<file path="src/rtl/sigma_bus_arb2.sv">
// sigma_bus_arb2: two-master, single-slave bus arbiter with a read-response timeout
module sigma_bus_arb2 #(
    parameter int          RR_EN        = 1,
    parameter int          RESP_TIMEOUT = 64,
    parameter logic [31:0] TIMEOUT_DATA = 32'hDEADBEEF
) (
    input  logic        clk_i,
    input  logic        rst_i,
    input  logic        m0_req_i,
    input  logic        m0_we_i,
    input  logic [31:0] m0_addr_i,
    input  logic [3:0]  m0_be_i,
    input  logic [31:0] m0_wdata_i,
    output logic        m0_ack_o,
    output logic        m0_resp_o,
    output logic [31:0] m0_rdata_o,
    input  logic        m1_req_i,
    input  logic        m1_we_i,
    input  logic [31:0] m1_addr_i,
    input  logic [3:0]  m1_be_i,
    input  logic [31:0] m1_wdata_i,
    output logic        m1_ack_o,
    output logic        m1_resp_o,
    output logic [31:0] m1_rdata_o,
    output logic        s_req_o,
    output logic        s_we_o,
    output logic [31:0] s_addr_o,
    output logic [3:0]  s_be_o,
    output logic [31:0] s_wdata_o,
    input  logic        s_ack_i,
    input  logic        s_resp_i,
    input  logic [31:0] s_rdata_i,
    output logic [1:0]  grant_o,
    output logic        busy_o,
    output logic        tmo_err_o
);
    localparam logic [1:0] IDLE      = 2'd0;
    localparam logic [1:0] GRANT     = 2'd1;
    localparam logic [1:0] WAIT_RESP = 2'd2;
    logic [1:0]  state;
    logic [15:0] cnt;
    logic        last;
    logic        win;
    logic        own;
    logic        in_g;
    logic        in_w;
    logic        tmo_hit;
    logic        o_req;
    logic        o_we;
    logic [31:0] o_addr;
    logic [3:0]  o_be;
    logic [31:0] o_wdata;
    logic [31:0] rdata;
    // last = 1 means m1 owned the bus most recently, so m0 wins the next tie
    assign win     = (m0_req_i && m1_req_i) ? ((RR_EN != 0) ? !last : 1'b1) : m1_req_i;
    assign own     = grant_o[1];
    assign in_g    = state == GRANT;
    assign in_w    = state == WAIT_RESP;
    assign o_req   = own ? m1_req_i : m0_req_i;
    assign o_we    = own ? m1_we_i : m0_we_i;
    assign o_addr  = own ? m1_addr_i : m0_addr_i;
    assign o_be    = own ? m1_be_i : m0_be_i;
    assign o_wdata = own ? m1_wdata_i : m0_wdata_i;
    assign tmo_hit = in_w && !s_resp_i && cnt == 16'(RESP_TIMEOUT - 1);
    assign rdata   = tmo_hit ? TIMEOUT_DATA : s_rdata_i;
    assign s_req_o    = in_g && o_req;
    assign s_we_o     = in_g && o_we;
    assign s_addr_o   = in_g ? o_addr : '0;
    assign s_be_o     = in_g ? o_be : '0;
    assign s_wdata_o  = in_g ? o_wdata : '0;
    assign m0_ack_o   = in_g && grant_o[0] && s_ack_i;
    assign m1_ack_o   = in_g && grant_o[1] && s_ack_i;
    assign m0_resp_o  = in_w && grant_o[0] && (s_resp_i || tmo_hit);
    assign m1_resp_o  = in_w && grant_o[1] && (s_resp_i || tmo_hit);
    assign m0_rdata_o = (in_w && grant_o[0]) ? rdata : '0;
    assign m1_rdata_o = (in_w && grant_o[1]) ? rdata : '0;
    assign busy_o     = state != IDLE;
    always_ff @(posedge clk_i) begin
        if (rst_i) begin
            state     <= IDLE;
            grant_o   <= '0;
            tmo_err_o <= 1'b0;
            cnt       <= '0;
            last      <= 1'b1;
        end else begin
            case (state)
                IDLE: if (m0_req_i || m1_req_i) begin
                    state   <= GRANT;
                    grant_o <= win ? 2'b10 : 2'b01;
                    last    <= win;
                end
                GRANT: if (!o_req) begin
                    state   <= IDLE;
                    grant_o <= '0;
                end else if (s_ack_i) begin
                    state   <= o_we ? IDLE : WAIT_RESP;
                    grant_o <= o_we ? 2'b00 : grant_o;
                    cnt     <= '0;
                end
                WAIT_RESP: if (s_resp_i || tmo_hit) begin
                    state     <= IDLE;
                    grant_o   <= '0;
                    tmo_err_o <= tmo_err_o || tmo_hit;
                end else begin
                    cnt <= cnt + 16'd1;
                end
                default: begin
                    state   <= IDLE;
                    grant_o <= '0;
                end
            endcase
        end
    end
endmodule

</file>
<file path="config.mk">
export PLATFORM = sky130hd
export DESIGN_NAME = sigma_bus_arb2
export DESIGN_NICKNAME = d
export VERILOG_FILES = /design/src/rtl/sigma_bus_arb2.sv
export SDC_FILE = /design/constraint.sdc
export NUM_CORES = 1
export LEC_CHECK = 0
export ABC_AREA = 0
export ABC_CLOCK_PERIOD_IN_PS = 4500
export BUFFER_PORTS_ARGS = -buffer_cell sky130_fd_sc_hd__buf_4
export CORE_AREA = 5 5 121 123
export DETAILED_ROUTE_END_ITERATION = 10
export DIE_AREA = 0 0 126 128
export GPL_TIMING_DRIVEN = 0
export PLACE_DENSITY_LB_ADDON = 0.15
export SLEW_MARGIN = 20
export SYNTH_ARGS = -nofsm -noshare
export SYNTH_HDL_FRONTEND = slang
export SYNTH_SLANG_ARGS = --single-unit
</file>
<file path="constraint.sdc">
create_clock -name clk_i -period 4.5 [get_ports clk_i]
set_input_delay 1.35 -clock clk_i [delete_from_list [all_inputs] [get_ports clk_i]]
set_output_delay 1.35 -clock clk_i [all_outputs]
set_load 0.01 [all_outputs]
</file>
==> impl_metrics.ini <==
[outcome]
status = finished clean

[place]
placed_area_mm2 = 0.00540
post-place-cells = 885
hpwlAfterDp_um = 14100
portBuffers = 317
finalWeightedCongestion = 0.898

[worst_setup_path]
ff2ff_setup_slack_ps = 2450
cp-start-kind = input pin
cp.required_ps = 3150
path_buf_inv = 4
critPathMaxFanout = 10
arrival_ps = 2990
max_stage_delay_ps = 430
crit-reg2reg-launch = cnt[7]
critical_path.endpoint_type = primary output
rr_endpoint = grant_o[0]
reg2reg_depth = 4
path_cells = buf_4 > or3b_2 > clkbuf_1 > nor2_1 > buf_4 > o21a_1 > buf_4
cpMostUsedCell = buf_4
worst-setup-path-type = in2out
slowest_stage = or3b_2
critPathTopFamily = simple AND/OR/NAND/NOR gates

[clocking]
cts_buffers = 3
cts_setup_buffers = 0
clockBufferDepth = 2
htree_levels = 1
numClockSinks = 22
root_buffer = clkbuf_16
ctsHoldBuffers = 0
cts_tree = built
insertion_delay_ps = 250
path_clk_slew_ps = 60

[route]
ant_nets = 0
wl_met2_um = 8710
drt-met1-wl_um = 5750
drc_errors = 0
drt_first_iter_violations = 156
finalWirelength_um = 16300
routed-wl-met3_um = 1400
drt-wirelength-per-cell_um = 18.3
top_layer_used = met4
num_vias = 4178
drt_pass1_iterations = 4
routed_via_density = 4.70

[yosys]
synth_area_mm2 = 0.00279
synth.distinct_cells = 45
postSynthCellCount = 388
yosysWarningCount = 0
post_synth.cell_area_avg_um2 = 7.20
ys_seq_elements = 22
async_flop_share_pct = 0
syn_nets = 565
ys_dominant_reg_cell = dfxtp_1
synth_edf_count = 0
seq_area_frac_synth_pct = 15.8

[sta]
timing.final.crit_share_pct = 96.5
min_period_ps = 4340
setup_viol = 0
tns_ps = 0
slew_headroom_pct = 49.6
drv_slew = 0
skew_ps = 5.57
hold_viol_final = 0
rsz0062_at_grt = no
worstMarginPinSlew_ps = 755
max_freq_ghz = 0.230

[finish]
syn_to_final_growth_pct = 96.6
layout_commonest_cell = buf_4
fin_area_mm2 = 0.00549
num_antenna_cells = 0
multi_input_area_mm2 = 0.00217
final_cell_mix = buf_4 (322), nor2_1 (75), mux2i_1 (70), o21a_1 (50)
ff_latch_area_um2 = 440
instances_no_fill = 889
finish.utilization_pct = 40.5
final_nets = 887
drive_gt1_share_pct = 47.4
n_fill_cell = 1443

[global_routing]
grt_pass1_wl_um = 23700
grtUsageTotal_pct = 18.3
grt_max_degree = 13
grt_overflow_total = 0
antenna_found_initial = 0
grt_pass1_vias = 4293

[power]
irDropWorstVdd_mv = 0.113
p_leak_uw = 0.00264
power_density_mw_per_mm2 = 149

[worst_hold_path]
min_to = tmo_err_o
hold_depth = 2
hold_path_class = reg2reg
min-delay-start = tmo_err_o

[flow_run]
max_cap_violations = 0

[die]
rows = 43
die-area_mm2 = 0.0161
die_y_um = 128
start_util_pct = 20.6
boundaryPins = 318
die_x_um = 126
core_area_mm2 = 0.0136
-- what timing repair did --
action	in CTS	in global routing
endpoints found under the setup margin	10	0
resized for setup	1	0
hold endpoints to repair	0	0
-- flip-flops by register name, summed over array words and instances, names as in the netlist --
name,flops
grant_o,2
last,1
state,2
cnt,16
tmo_err_o,1
-- synthesized netlist by cell type, drive strengths merged (3+ instances only) --
library cell / count / share of area [%]
o21a: 50 / 13
buf: 17 / 3.1
a21oi: 6 / 1.1
and3: 22 / 4.9
clkbuf: 19 / 2.6
o21ai: 8 / 1.4
mux2i: 70 / 25
nor2b: 4 / 0.90
nand4: 7 / 1.8
nor3: 4 / 0.72
inv: 8 / 1.1
o211ai: 5 / 1.3
and2: 3 / 0.67
dfxtp: 22 / 16
a31oi: 16 / 3.6
nand2: 12 / 1.6
or4: 3 / 0.81
nand2b: 5 / 1.1
nor2: 76 / 10
nand3: 6 / 1.1
-- power breakdown --
| group | switching, uW | internal, uW | total, uW |
|---|---|---|---|
| clock | 72.8 | 136 | 208 |
| sequential | 4.94 | 199 | 204 |
| combinational | 182 | 223 | 404 |
| total | 259 | 558 | 817 |
-- worst reg2reg max path: cells and delay by family (launching register included) --
kind,cells,cell delay (ps)
and+or+nand+nor,2,870
AOI/OAI and AO/OA,1,530
DFF,1,360
muxes,1,220
-- cells by family (layout without fill, tap and decap cells) --
kind of cell / count (synthesis) / in the layout / synth area share [%]
AOI/OAI and AO/OA: 96 / 96 / 24.2
adders and majority gates: 1 / 1 / 0.448
buffers and inverters: 44 / 365 / 6.72
DFF: 22 / 22 / 15.8
muxes: 71 / 71 / 25.5
and+or+nand+nor: 154 / 154 / 27.3
-- metal layers --
metal	global-route usage (%)	vias up
li1	-	2045
met1	19.6	1903
met2	35.0	208
met3	4.92	22
met4	5.11	0
met5	0	-
-- area by class of cell --
| cell class | count | area share (%) |
|---|---|---|
| Timing Repair Buffer | 317 | 43.3 |
| Multi-Input combinational cell | 322 | 39.5 |
| Sequential cell | 22 | 8.02 |
| Tap cell | 180 | 4.10 |
| Buffer | 36 | 2.87 |
| Clock buffer | 4 | 1.62 |
| Inverter | 8 | 0.547 |
-- metrics by stage --
stage          worst slack, ps  power [uW]  hold slack (ps)
6_report                   157         817              489
5_1_grt                   71.7         864              536
4_1_cts                    145         828              488
3_5_place_dp              -112         618              470
3_3_place_gp             -66.5         613              470
2_1_floorplan              628         367              457
-- how the worst max path moves through the flow --
stage	from	end	slack [ps]	cells past startpoint
finish	s_resp_i	m0_rdata_o[26]	160	7
floorplan	s_resp_i	m0_rdata_o[0]	630	5
global placement	s_resp_i	m1_rdata_o[24]	-70	6
global route	s_resp_i	m0_rdata_o[28]	70	7
CTS	s_resp_i	m0_rdata_o[1]	140	7
detailed placement	s_resp_i	m1_rdata_o[24]	-110	6
Note: power is estimated with default switching activity, not from simulation.
